===== src/rtl/mpt_multi_fetch_stage.sv =====
// Multi-channel MPT walker fetch stage: round-robin arbitration, SPA format check, output FIFO.
// Optional MPT_FETCH_PERF_CNT_EN adds saturating accept/fault counters.
package mpt_fetch_pkg;

    typedef enum logic [1:0] {
        NO_ERROR       = 2'd0,
        NOT_VALID_ADDR = 2'd1
    } page_format_fault_e;

    typedef enum logic {
        MPT_WALKING_SKIP = 1'b0,
        MPT_WALKING_DO   = 1'b1
    } mpt_walking_e;

    // MODE values 4..15 are reserved
    localparam logic [3:0] MODE_BARE    = 4'd0;
    localparam logic [3:0] MODE_SMMPT43 = 4'd1;
    localparam logic [3:0] MODE_SMMPT52 = 4'd2;
    localparam logic [3:0] MODE_SMMPT64 = 4'd3;

    typedef struct packed {
        logic [4:0]  zero;
        logic [17:0] ppn;
    } spa43_t;

    typedef struct packed {
        logic [1:0]  zero;
        logic [20:0] ppn;
    } spa52_t;

    typedef union packed {
        spa43_t spa43;
        spa52_t spa52;
    } spa_t;

    // 32-bit packed transaction; DATA_WIDTH must equal $bits(mptw_transaction_t)
    typedef struct packed {
        logic               valid;
        logic               access_error;
        mpt_walking_e       walking;
        page_format_fault_e format_error;
        logic [3:0]         mode;
        spa_t               spa;
    } mptw_transaction_t;

endpackage

module mpt_multi_fetch_stage
    import mpt_fetch_pkg::*;
#(
    parameter int unsigned NUM_CHANNELS    = 4,
    parameter int unsigned DATA_WIDTH      = 32,
    parameter int unsigned FIFO_DEPTH      = 2,
    parameter logic [3:0]  SUPPORTED_MODES = 4'b1110,
    localparam int unsigned CH_W  = (NUM_CHANNELS > 1) ? $clog2(NUM_CHANNELS) : 1,
    localparam int unsigned CNT_W = $clog2(FIFO_DEPTH + 1)
) (
    input  logic                   clk_i,
    input  logic                   rst_ni,
    mpt_multi_fetch_stage_if.slave stage,
    input  logic                   stage_ctrl_flush_i,
    input  logic                   stage_ctrl_stall_i,
    output logic                   exception_valid_o,
    output page_format_fault_e     exception_cause_o,
    output logic [CH_W-1:0]        exception_channel_o,
    output logic [CNT_W-1:0]       fifo_count_o
`ifdef MPT_FETCH_PERF_CNT_EN
    ,
    output logic [31:0]            perf_accept_cnt_o,
    output logic [31:0]            perf_fault_cnt_o
`endif
);

    localparam int unsigned      PTR_W   = $clog2(FIFO_DEPTH);
    localparam logic [CNT_W-1:0] DEPTH_C = CNT_W'(FIFO_DEPTH);
    localparam logic [CH_W-1:0]  LAST_CH = CH_W'(NUM_CHANNELS - 1);

    mptw_transaction_t  mem_data [FIFO_DEPTH];
    logic [CH_W-1:0]    mem_chan [FIFO_DEPTH];
    logic [PTR_W-1:0]   wr_ptr, rd_ptr;
    logic [CNT_W-1:0]   count;
    logic [CH_W-1:0]    rr_ptr;

    logic                    pop, can_accept, grant_any;
    logic [CH_W-1:0]         grant_idx;
    logic [NUM_CHANNELS-1:0] grant_vec;
    mptw_transaction_t       txn, stored;
    page_format_fault_e      fault;

    assign pop        = stage.master_valid && stage.master_ready && !stage_ctrl_flush_i;
    assign can_accept = rst_ni && !stage_ctrl_stall_i && !stage_ctrl_flush_i
                        && ((count < DEPTH_C) || pop);

    always_comb begin
        int unsigned     idx;
        logic [CH_W-1:0] cand;
        grant_any = 1'b0;
        grant_idx = '0;
        grant_vec = '0;
        idx       = 0;
        cand      = '0;
        if (can_accept) begin
            for (int unsigned i = 0; i < NUM_CHANNELS; i++) begin
                idx = 32'(rr_ptr) + i;
                if (idx >= NUM_CHANNELS) idx = idx - NUM_CHANNELS;
                cand = CH_W'(idx);
                if (!grant_any && stage.slave_valid[cand]) begin
                    grant_any = 1'b1;
                    grant_idx = cand;
                end
            end
        end
        if (grant_any) grant_vec[grant_idx] = 1'b1;
    end

    assign stage.slave_ready = grant_vec;
    assign txn = mptw_transaction_t'(stage.slave_data[32'(grant_idx)*DATA_WIDTH +: DATA_WIDTH]);

    always_comb begin
        fault = NO_ERROR;
        if (txn.valid) begin
            case (txn.mode)
                MODE_SMMPT43: if (txn.spa.spa43.zero != '0) fault = NOT_VALID_ADDR;
                MODE_SMMPT52: if (txn.spa.spa52.zero != '0) fault = NOT_VALID_ADDR;
                MODE_SMMPT64: fault = NO_ERROR;
                default:      fault = NOT_VALID_ADDR;
            endcase
            if (txn.mode[3:2] == 2'b00 && !SUPPORTED_MODES[txn.mode[1:0]]) fault = NOT_VALID_ADDR;
        end
        // invalid transactions are never walked, even without a format fault
        stored              = txn;
        stored.walking      = (txn.valid && fault == NO_ERROR) ? MPT_WALKING_DO : MPT_WALKING_SKIP;
        stored.format_error = fault;
        if (!txn.valid) stored.access_error = 1'b0;
    end

    always_ff @(posedge clk_i or negedge rst_ni) begin
        if (!rst_ni) begin
            for (int unsigned i = 0; i < FIFO_DEPTH; i++) begin
                mem_data[i] <= '0;
                mem_chan[i] <= '0;
            end
            wr_ptr <= '0;
            rd_ptr <= '0;
            count  <= '0;
            rr_ptr <= '0;
        end else begin
            if (grant_any) begin
                mem_data[wr_ptr] <= stored;
                mem_chan[wr_ptr] <= grant_idx;
                rr_ptr           <= (grant_idx == LAST_CH) ? '0 : grant_idx + CH_W'(1);
            end
            if (stage_ctrl_flush_i) begin
                wr_ptr <= '0;
                rd_ptr <= '0;
                count  <= '0;
            end else begin
                if (grant_any) wr_ptr <= wr_ptr + PTR_W'(1);
                if (pop)       rd_ptr <= rd_ptr + PTR_W'(1);
                case ({grant_any, pop})
                    2'b10:   count <= count + CNT_W'(1);
                    2'b01:   count <= count - CNT_W'(1);
                    default: count <= count;
                endcase
            end
        end
    end

    always_ff @(posedge clk_i or negedge rst_ni) begin
        if (!rst_ni) begin
            exception_valid_o   <= 1'b0;
            exception_cause_o   <= NO_ERROR;
            exception_channel_o <= '0;
        end else begin
            exception_valid_o <= grant_any && (fault != NO_ERROR);
            if (grant_any && fault != NO_ERROR) begin
                exception_cause_o   <= fault;
                exception_channel_o <= grant_idx;
            end
        end
    end

    assign stage.master_valid   = (count != '0);
    assign stage.master_data    = mem_data[rd_ptr];
    assign stage.master_channel = mem_chan[rd_ptr];
    assign fifo_count_o         = count;

`ifdef MPT_FETCH_PERF_CNT_EN
    always_ff @(posedge clk_i or negedge rst_ni) begin
        if (!rst_ni) begin
            perf_accept_cnt_o <= '0;
            perf_fault_cnt_o  <= '0;
        end else begin
            if (grant_any && perf_accept_cnt_o != '1)
                perf_accept_cnt_o <= perf_accept_cnt_o + 32'd1;
            if (grant_any && fault != NO_ERROR && perf_fault_cnt_o != '1)
                perf_fault_cnt_o <= perf_fault_cnt_o + 32'd1;
        end
    end
`endif

endmodule


===== src/rtl/mpt_multi_fetch_stage_if.sv =====
// Requester-side and downstream-side handshake bundle of the multi-channel MPT fetch stage.
interface mpt_multi_fetch_stage_if #(
    parameter int unsigned NUM_CHANNELS = 4,
    parameter int unsigned DATA_WIDTH   = 32,
    parameter int unsigned CH_W         = 2
);
    logic [NUM_CHANNELS-1:0]            slave_valid;
    logic [NUM_CHANNELS*DATA_WIDTH-1:0] slave_data;
    logic [NUM_CHANNELS-1:0]            slave_ready;
    logic                               master_valid;
    logic [DATA_WIDTH-1:0]              master_data;
    logic                               master_ready;
    logic [CH_W-1:0]                    master_channel;

    // slave: the fetch stage itself; master: requesters plus downstream consumer
    modport slave (
        input  slave_valid, slave_data, master_ready,
        output slave_ready, master_valid, master_data, master_channel
    );

    modport master (
        output slave_valid, slave_data, master_ready,
        input  slave_ready, master_valid, master_data, master_channel
    );
endinterface


===== src/flat_wrapper.sv =====
// flat-port wrapper written by rule: the top's interface ports become plain ports
module mpt_multi_fetch_stage_flat import mpt_fetch_pkg::*;
#(
    parameter int unsigned NUM_CHANNELS    = 4,
    parameter int unsigned DATA_WIDTH      = 32,
    parameter int unsigned FIFO_DEPTH      = 2,
    parameter logic [3:0]  SUPPORTED_MODES = 4'b1110,
    localparam int unsigned CH_W  = (NUM_CHANNELS > 1) ? $clog2(NUM_CHANNELS) : 1,
    localparam int unsigned CNT_W = $clog2(FIFO_DEPTH + 1)
)
  (clk_i, rst_ni, stage_ctrl_flush_i, stage_ctrl_stall_i, exception_valid_o, exception_cause_o, exception_channel_o, fifo_count_o, stage_slave_valid, stage_slave_data, stage_master_ready, stage_slave_ready, stage_master_valid, stage_master_data, stage_master_channel);
  mpt_multi_fetch_stage_if #(.NUM_CHANNELS(NUM_CHANNELS), .DATA_WIDTH(DATA_WIDTH), .CH_W((2))) stage_i ();
  input  logic clk_i;
  input  logic rst_ni;
  input  logic stage_ctrl_flush_i;
  input  logic stage_ctrl_stall_i;
  output logic exception_valid_o;
  output page_format_fault_e exception_cause_o;
  output logic [CH_W-1:0] exception_channel_o;
  output logic [CNT_W-1:0] fifo_count_o;
  input wire logic [$bits(stage_i.slave_valid)-1:0] stage_slave_valid;
  input wire logic [$bits(stage_i.slave_data)-1:0] stage_slave_data;
  input wire logic [$bits(stage_i.master_ready)-1:0] stage_master_ready;
  output wire logic [$bits(stage_i.slave_ready)-1:0] stage_slave_ready;
  output wire logic [$bits(stage_i.master_valid)-1:0] stage_master_valid;
  output wire logic [$bits(stage_i.master_data)-1:0] stage_master_data;
  output wire logic [$bits(stage_i.master_channel)-1:0] stage_master_channel;
  assign stage_i.slave_valid = stage_slave_valid;
  assign stage_i.slave_data = stage_slave_data;
  assign stage_i.master_ready = stage_master_ready;
  assign stage_slave_ready = stage_i.slave_ready;
  assign stage_master_valid = stage_i.master_valid;
  assign stage_master_data = stage_i.master_data;
  assign stage_master_channel = stage_i.master_channel;
  mpt_multi_fetch_stage #(.NUM_CHANNELS(NUM_CHANNELS), .DATA_WIDTH(DATA_WIDTH), .FIFO_DEPTH(FIFO_DEPTH), .SUPPORTED_MODES(SUPPORTED_MODES)) u_core (.clk_i(clk_i), .rst_ni(rst_ni), .stage(stage_i), .stage_ctrl_flush_i(stage_ctrl_flush_i), .stage_ctrl_stall_i(stage_ctrl_stall_i), .exception_valid_o(exception_valid_o), .exception_cause_o(exception_cause_o), .exception_channel_o(exception_channel_o), .fifo_count_o(fifo_count_o));
endmodule

===== config.mk =====
export PLATFORM = sky130hd
export DESIGN_NAME = mpt_multi_fetch_stage_flat
export DESIGN_NICKNAME = d
export VERILOG_FILES = /design/src/rtl/mpt_multi_fetch_stage.sv /design/src/rtl/mpt_multi_fetch_stage_if.sv /design/src/flat_wrapper.sv
export SDC_FILE = /design/constraint.sdc
export NUM_CORES = 1
export LEC_CHECK = 0
export BUFFER_PORTS_ARGS = -buffer_cell sky130_fd_sc_hd__clkbuf_2
export CELL_PAD_IN_SITES_DETAIL_PLACEMENT = 1
export CELL_PAD_IN_SITES_GLOBAL_PLACEMENT = 1
export CORE_ASPECT_RATIO = 1.75
export CORE_UTILIZATION = 34
export CTS_CLUSTER_DIAMETER = 200
export DETAILED_ROUTE_END_ITERATION = 8
export PLACE_DENSITY = 0.9
export SKIP_CTS_REPAIR_TIMING = 1
export SLEW_MARGIN = 20
export SYNTH_ARGS = -nofsm -noshare
export SYNTH_HDL_FRONTEND = slang
export SYNTH_SLANG_ARGS = --single-unit
export TNS_END_PERCENT = 50

===== constraint.sdc =====
create_clock -name clk_i -period 5.35 [get_ports clk_i]
set_clock_uncertainty 0.1 [all_clocks]
set_input_delay 1.605 -clock clk_i [delete_from_list [all_inputs] [get_ports clk_i]]
set_output_delay 1.605 -clock clk_i [all_outputs]
set_load 0.01 [all_outputs]

==> metrics.csv, run 1 <==
stage,metric,value,unit
floorplan,die_h,153.8,µm
setup_path,max_stage_delay,0.25,ns
yosys,synthArstFlopShare,1.000,
setup_path,r2r-start,u_core.fifo_count_o[1]$_DFFE_PN0P_,
clock_tree,cts.sinks,76,
power_and_ir_drop,power.leakage,2.944,nW
grt,grt_max_degree,75,
yosys,synth_top_cell_area_share,0.4251,
timing,fmax,206.4,MHz
floorplan,start_util,0.3477,
route,wire_per_inst,14.68,µm
yosys,yosysTopAreaCell,dfrtp_1,
layout,final_cell_mix,"203 x nand2_1, 167 x clkbuf_2, 92 x o21ai_0",
floorplan,rows,55,
clock_tree,root_buffer,clkbuf_16,
power_and_ir_drop,vdd_drop_max,0.0001330,V
setup_path,worst_ep_required_time,3.65,ns
clock_tree,tritoncts,built,
hold_path,hold_path.class,flip-flop to flip-flop,
yosys,synthTopCellsByArea,"dfrtp_1 43%, nand2_1 17%, o21ai_0 10%",
setup_path,end_kind,output pin,
grt,grt_remaining_overflow,0,
layout,area_delta_synth_final,27.91,%
yosys,synth.ff_latch_count,76,
setup_path,crit_chain,"clkbuf_2, and4bb_2, o21ai_0, nand2_1, a21oi_4, inv_1, ha_1, and2_1, clkbuf_2",
placed_design,hpwlAfterDp,9.807,mm
layout,final_common_cell,nand2_1,
timing,setup_violations,0,
clock_tree,cts_buffers,9,
timing,slew_headroom,0.3464,
floorplan,core_area,0.01287,mm²
layout,fin_nets,850,
setup_path,worstPathArrival,3.14,ns
floorplan,fp.dieW,88.72,µm
clock_tree,clk_pin_slew_worst_paths,0.05,ns
clock_tree,cts_buffer_depth,2,
setup_path,crit_path_frequent_cell,clkbuf_2,
route,drt_first_pass_iters,4,
route,wl,12.99,mm
setup_path,reg2reg_depth,9,
clock_tree,clk_latency,0.33,ns
route,viasPerCell,4.994,
route,drc,0,
setup_path,path_class,input port to output pin,
layout,drive_gt1_frac,0.3389,
yosys,synth_edf_count,0,
layout,postLayoutCellArea,0.005723,mm²
power_and_ir_drop,power.total,1.735,mW
hold_path,min_path_cells,2,
yosys,ys_types,46,
outcome,status,"finished, final reports clean",
route,drt_iter0_markers,143,
layout,antennaDiodeCount,0,
setup_path,cp_max_fo,8,
floorplan,ios,183,
setup_path,slowest_stage,and4bb_2,
yosys,syn_avg_cell_area,7.990,µm²
route,vias,4420,
timing,worstMarginPinSlew,0.9677,ns
hold_path,holdPathEnd,u_core.mem_data[50]$_DFFE_PN0P_,
clock_tree,cts.htree.levels,3,
yosys,syn_area,0.004474,mm²
yosys,synth_flop_cell,dfrtp_1,
grt,grtUsageTotal,0.2013,
timing,hold_viol,0,
run,drv_cap,0,
timing,rsz0062_at_grt,no,
timing,post-route-min-period,4.844,ns
grt,grt_first_pass_wirelength,21.20,mm
setup_path,r2r_end,u_core.exception_channel_o[1]$_DFFE_PN0P_,
route,antenna_left,0,
setup_path,r2r_setup_slack,2.21,ns
setup_path,worstSetupStartpointType,input port,
timing,finalMaxSlewViolations,0,
yosys,seq_area_frac_synth,0.4251,
power_and_ir_drop,p_per_area,303.1,mW/mm²
grt,antenna_found_initial,0,
placed_design,port_buffers,168,
grt,grt_pass1_vias,4599,
floorplan,fp.dieArea,0.01364,mm²
hold_path,worstHoldStart,u_core.mem_data[50]$_DFFE_PN0P_,
timing,finalSetupTns,0,ns
yosys,synth_cells,560,
timing,finalCritPeriodShare,0.9054,
yosys,yosys_warnings,0,
placed_design,dpl_cell_area,0.005439,mm²
layout,final.fill_count,1615,
placed_design,place.gp.congestion,0.7884,
## cells by family (layout without fill, tap and decap cells)
logic type / after synthesis / count (layout) / share of synthesized area
mux: 46 / 46 / 0.1180
flops: 76 / 76 / 0.4251
other cells: 1 / 2 / 0.0008381
buf+inv: 46 / 199 / 0.04558
fa+ha+maj: 4 / 4 / 0.01119
xor+xnor: 2 / 2 / 0.003916
simple gates: 267 / 267 / 0.2497
compound gates: 118 / 118 / 0.1457
## worst max-delay path, delay by kind of cell
family / cells / cell delay, ns
compound gates: 2 / 0.38
fa+ha+maj: 1 / 0.23
buf+inv: 3 / 0.43
simple gates: 3 / 0.50
## worst max-delay path by stage
stage,cells past startpoint,to,startpoint
3_3_place_gp,9,stage_slave_ready[1],stage_slave_valid[0]
3_5_place_dp,9,stage_slave_ready[1],stage_slave_valid[0]
5_1_grt,9,stage_slave_ready[0],stage_slave_valid[0]
4_1_cts,9,stage_slave_ready[1],stage_slave_valid[0]
6_report,9,stage_slave_ready[1],stage_slave_valid[0]
2_1_floorplan,8,stage_slave_ready[3],stage_ctrl_stall_i
## cell type report
type | instances | area (µm²) | share of cell area
inverter | 7 | 33.78 | 0.005903
multi-input combinational | 439 | 2390 | 0.4176
clock buffer | 10 | 239.0 | 0.04176
sequential | 76 | 1903 | 0.3325
clock inverter | 6 | 40.04 | 0.006996
timing repair buffer | 176 | 903.4 | 0.1578
tap | 171 | 214.0 | 0.03739
## metrics by stage
stage | setup WS, ns | utilization | cells | hold slack, ns
after floorplan | 0.4100 | - | 561 | 0.3429
after global placement | 0.5119 | 0.4227 | 869 | 0.3531
after detailed placement | 0.4702 | 0.4227 | 869 | 0.3661
after CTS | 0.4598 | 0.4443 | 885 | 0.3784
after global routing | 0.3835 | 0.4447 | 885 | 0.4074
final | 0.5061 | 0.4447 | 885 | 0.3750
## routing by layer
metal,track usage,vias up,routed length (µm)
met5,0,-,0
met4,0.07911,0,310
met3,0.04187,21,462
met2,0.3758,106,7311
met1,0.2117,2118,4909
li1,-,2175,-
## cell usage after synthesis, drive strengths merged (2+ instances only)
master / instances
nand2: 204
o21ai: 93
dfrtp: 76
mux2: 38
nand3: 27
clkbuf: 24
buf: 15
nor2: 15
inv: 7
mux2i: 7
a21oi: 6
and2: 5
nand2b: 5
ha: 4
o31ai: 4
nor2b: 3
nor4b: 3
a21o: 2
a22o: 2
a22oi: 2
nand3b: 2
o221ai: 2
## power breakdown
group	internal (mW)	switching [mW]
combinational	0.199	0.229
sequential	0.684	0.0650
clock	0.324	0.233
## flip-flops by register name, summed over array words and instances (netlist names)
name / cells
u_core.mem_data: 62
u_core.mem_chan: 4
u_core.exception_channel_o: 2
u_core.fifo_count_o: 2
u_core.rr_ptr: 2
u_core.exception_cause_o: 1
u_core.exception_valid_o: 1
u_core.rd_ptr: 1
u_core.wr_ptr: 1
(Power assumes the default switching activity.)
==> inputs of run 2 (changes only) <==
--- a/config.mk
+++ b/config.mk
@@ -5,14 +5,15 @@
 export SDC_FILE = /design/constraint.sdc
 export NUM_CORES = 1
 export LEC_CHECK = 0
+export ABC_AREA = 1
 export BUFFER_PORTS_ARGS = -buffer_cell sky130_fd_sc_hd__clkbuf_2
 export CELL_PAD_IN_SITES_DETAIL_PLACEMENT = 1
 export CELL_PAD_IN_SITES_GLOBAL_PLACEMENT = 1
-export CORE_ASPECT_RATIO = 1.75
+export CORE_ASPECT_RATIO = 1.1
 export CORE_UTILIZATION = 34
 export CTS_CLUSTER_DIAMETER = 200
 export DETAILED_ROUTE_END_ITERATION = 8
-export PLACE_DENSITY = 0.9
+export PLACE_DENSITY = 0.91
 export SKIP_CTS_REPAIR_TIMING = 1
 export SLEW_MARGIN = 20
 export SYNTH_ARGS = -nofsm -noshare
==> run 2 against run 1 <==
First-iteration DRC count rose by 25%; area after synthesis rose by 4.4%; via count rose by 10%; non-clock buffer count rose by 4; clock-buffer cell count did not move; register-to-register slack got worse by 0.08 ns; core utilization rose by 0.11 points; critical endpoint is now stage_slave_ready[3]; sequential power rose by 31%; worst setup slack got worse by 0.11 ns; total power rose by 73%; critical path type unchanged; sequential share of layout area fell by 1.2 points.
==> metrics.csv, run 2 <==
stage,metric,value,unit,change
layout,final_cells,1011,,+14%
route,viasPerCell,4.820,,-3.5%
setup_path,worst_ep_required_time,3.65,ns,about the same
grt,grt_max_degree,63,,-16%
clock_tree,root_buffer,clkbuf_16,,
placed_design,place.gp.congestion,0.8166,,+3.6%
timing,rsz0062_at_grt,no,,
route,antenna_left,0,,unchanged
route,wire_per_inst,14.63,µm,-0.38%
timing,hold_viol,0,,unchanged
clock_tree,clk_latency,0.33,ns,about the same
power_and_ir_drop,internal-power,1.742,mW,+44%
power_and_ir_drop,p_clk_frac,0.222,,-0.100
setup_path,worstSetupStartpointType,input port,,
timing,finalCritPeriodShare,0.9258,,+0.02037
clock_tree,cts.sinks,76,,unchanged
route,drt_iter0_markers,179,,+25%
timing,fin_ws,0.3971,ns,-0.1090 ns
power_and_ir_drop,vdd_drop_max,0.0001632,V,+23%
layout,largest-register,u_core.mem_data,,
floorplan,core_area,0.01332,mm²,+3.5%
layout,reg_top3,"u_core.mem_data (62), u_core.mem_chan (4)",,
timing,slew_headroom,0.5485,,+0.2020
layout,drive_gt1_frac,0.2660,,-0.07291
route,drc,0,,unchanged
clock_tree,tritoncts,built,,
power_and_ir_drop,swShare,0.4210,,+0.1172
yosys,synth.ff_latch_count,76,,unchanged
timing,finalSetupTns,0,ns,unchanged
floorplan,fp.dieW,113.8,µm,+28%
timing,fin_hold_ws,0.3810,ns,+0.005992 ns
layout,final_cell_mix,"309 x nand2_1, 167 x clkbuf_2, 76 x dfrtp_1",,
run,drv_cap,0,,unchanged
power_and_ir_drop,power.leakage,3.277,nW,+11%
setup_path,worstPathArrival,3.25,ns,+0.11 ns
clock_tree,cts.htree.levels,3,,unchanged
route,wl,14.79,mm,+14%
clock_tree,cts_buffers,9,,unchanged
grt,grt_pass1_vias,5057,,+10%
setup_path,cp_max_fo,12,,+4
power_and_ir_drop,p_per_area,506.7,mW/mm²,+67%
yosys,synthArstFlopShare,1.000,,unchanged
placed_design,port_buffers,168,,unchanged
yosys,syn_avg_cell_area,6.961,µm²,-13%
grt,grt_first_pass_wirelength,24.58,mm,+16%
layout,largest_register_ffs,62,,unchanged
setup_path,r2r_setup_slack,2.13,ns,-0.08 ns
route,vias,4873,,+10%
layout,fin_nets,963,,+13%
outcome,status,"finished, final reports clean",,
layout,antennaDiodeCount,0,,unchanged
floorplan,ios,183,,unchanged
floorplan,die_h,124.9,µm,-19%
power_and_ir_drop,p_seq_frac,0.327,,-0.105
timing,setup_violations,0,,unchanged
setup_path,end_kind,output pin,,
yosys,seq_area_frac_synth,0.4072,,-0.01788
floorplan,start_util,0.3506,,+0.002891
setup_path,path_class,input port to output pin,,
timing,finalMaxSlewViolations,0,,unchanged
power_and_ir_drop,p_comb_frac,0.451,,+0.205
timing,worstMarginPinSlew,0.6773,ns,-0.2904 ns
clock_tree,clk_pin_slew_worst_paths,0.06,ns,about the same
grt,antenna_found_initial,0,,unchanged
yosys,ys_top_cells_by_count,"309 x nand2_1, 76 x dfrtp_1, 67 x o21ai_0",,
yosys,synth_flop_cell,dfrtp_1,,
yosys,ys_types,36,,-22%
yosys,synth_cells,671,,+20%
yosys,synthTopCellsByArea,"dfrtp_1 41%, nand2_1 25%, o21ai_0 7.2%",,
hold_path,hold_path.class,flip-flop to flip-flop,,
placed_design,pre_cts_slack,0.3937,ns,-0.07652 ns
route,drt_first_pass_iters,4,,unchanged
timing,post-route-min-period,4.953,ns,+0.1090 ns
yosys,yosysMostFrequentCell,nand2_1,,
placed_design,dpl.cell_count,995,,+14%
power_and_ir_drop,switching_power,1.267,mW,+140%
layout,final_common_cell,nand2_1,,
floorplan,fp.dieArea,0.01421,mm²,+4.2%
grt,grtUsageTotal,0.2183,,+0.01705
yosys,syn_area,0.004671,mm²,+4.4%
yosys,synth_top_cell_area_share,0.4072,,-0.01788
yosys,yosys_warnings,0,,unchanged
grt,grt_remaining_overflow,0,,unchanged
yosys,yosysTopAreaCell,dfrtp_1,,
floorplan,rows,44,,-20%
timing,fmax,201.9,MHz,-2.2%
placed_design,hpwlAfterDp,10.83,mm,+10%
clock_tree,cts_buffer_depth,2,,unchanged
layout,area_delta_synth_final,27.16,%,
yosys,synth_edf_count,0,,unchanged
-- run 2: power by group through the flow --
stage | Sequential, mW | Clock [mW] | Combinational, mW
finish | 0.984 | 0.667 | 1.36
global route | 1.02 | 0.701 | 1.54
CTS | 0.987 | 0.679 | 1.39
detailed placement | 0.994 | 0 | 1.38
global placement | 0.977 | 0 | 1.33
floorplan | 0.950 | 0 | 0.930
-- run 2: path summary, 6_finish.rpt --
| check | depth (start not counted) | endpoint | startpoint |
|---|---|---|---|
| max | 14 | stage_slave_ready[3] | stage_slave_valid[3] |
| min | 2 | u_core.mem_data[57]$_DFFE_PN0P_ | u_core.mem_data[57]$_DFFE_PN0P_ |
| max reg2reg | 20 | u_core.exception_channel_o[1]$_DFFE_PN0P_ | u_core.rr_ptr[0]$_DFFE_PN0P_ |
| min reg2reg | 2 | u_core.mem_data[57]$_DFFE_PN0P_ | u_core.mem_data[57]$_DFFE_PN0P_ |
| max in group asynchronous | 3 | u_core.mem_data[47]$_DFFE_PN0P_ | rst_ni |
| min in group asynchronous | 2 | u_core.mem_data[32]$_DFFE_PN0P_ | rst_ni |
-- run 2: worst max-delay path, stage by stage --
cell	delay, ns
clkbuf_2	0.09
inv_1	0.06
nand2_1	0.07
nand3_1	0.15
nand2_2	0.09
nor2_4	0.14
nand2_1	0.07
nor2_2	0.13
nor2_2	0.08
nor2_8	0.20
ha_1	0.18
inv_1	0.04
nor2_1	0.16
clkbuf_2	0.17
-- run 2: cells by family (layout without fill, tap and decap cells) --
kind of cell,Yosys count,in the layout,synth area share
fa+ha+maj,4,4,0.01072
flops,76,76,0.4072
xor+xnor,1,1,0.001876
simple gates,384,384,0.3418
compound gates,119,119,0.1522
other cells,1,2,0.0008029
buf+inv,86,241,0.08545
-- run 2: final cells by class --
class | count | area [µm²]
Clock buffer | 10 | 239.0
Clock inverter | 6 | 87.58
Fill cell | 1821 | 7383
Inverter | 45 | 173.9
Multi-Input combinational cell | 510 | 2374
Sequential cell | 76 | 1902
Tap cell | 184 | 230.2
Timing Repair Buffer | 180 | 933.4
-- run 2: stage by stage --
step / power [mW] / utilization / cell area, µm²
2_1_floorplan: 1.880 / - / 4674
3_3_place_gp: 2.309 / 0.4213 / 5613
3_5_place_dp: 2.371 / 0.4213 / 5613
4_1_cts: 3.051 / 0.4458 / 5939
5_1_grt: 3.267 / 0.4458 / 5939
6_report: 3.010 / 0.4458 / 5939
-- run 2: layer usage --
layer,vias up,global-route usage,wire [µm]
li1,2454,-,-
met1,2299,0.2705,6582
met2,99,0.3895,7458
met3,21,0.02530,434
met4,0,0.07276,311
met5,-,0,0
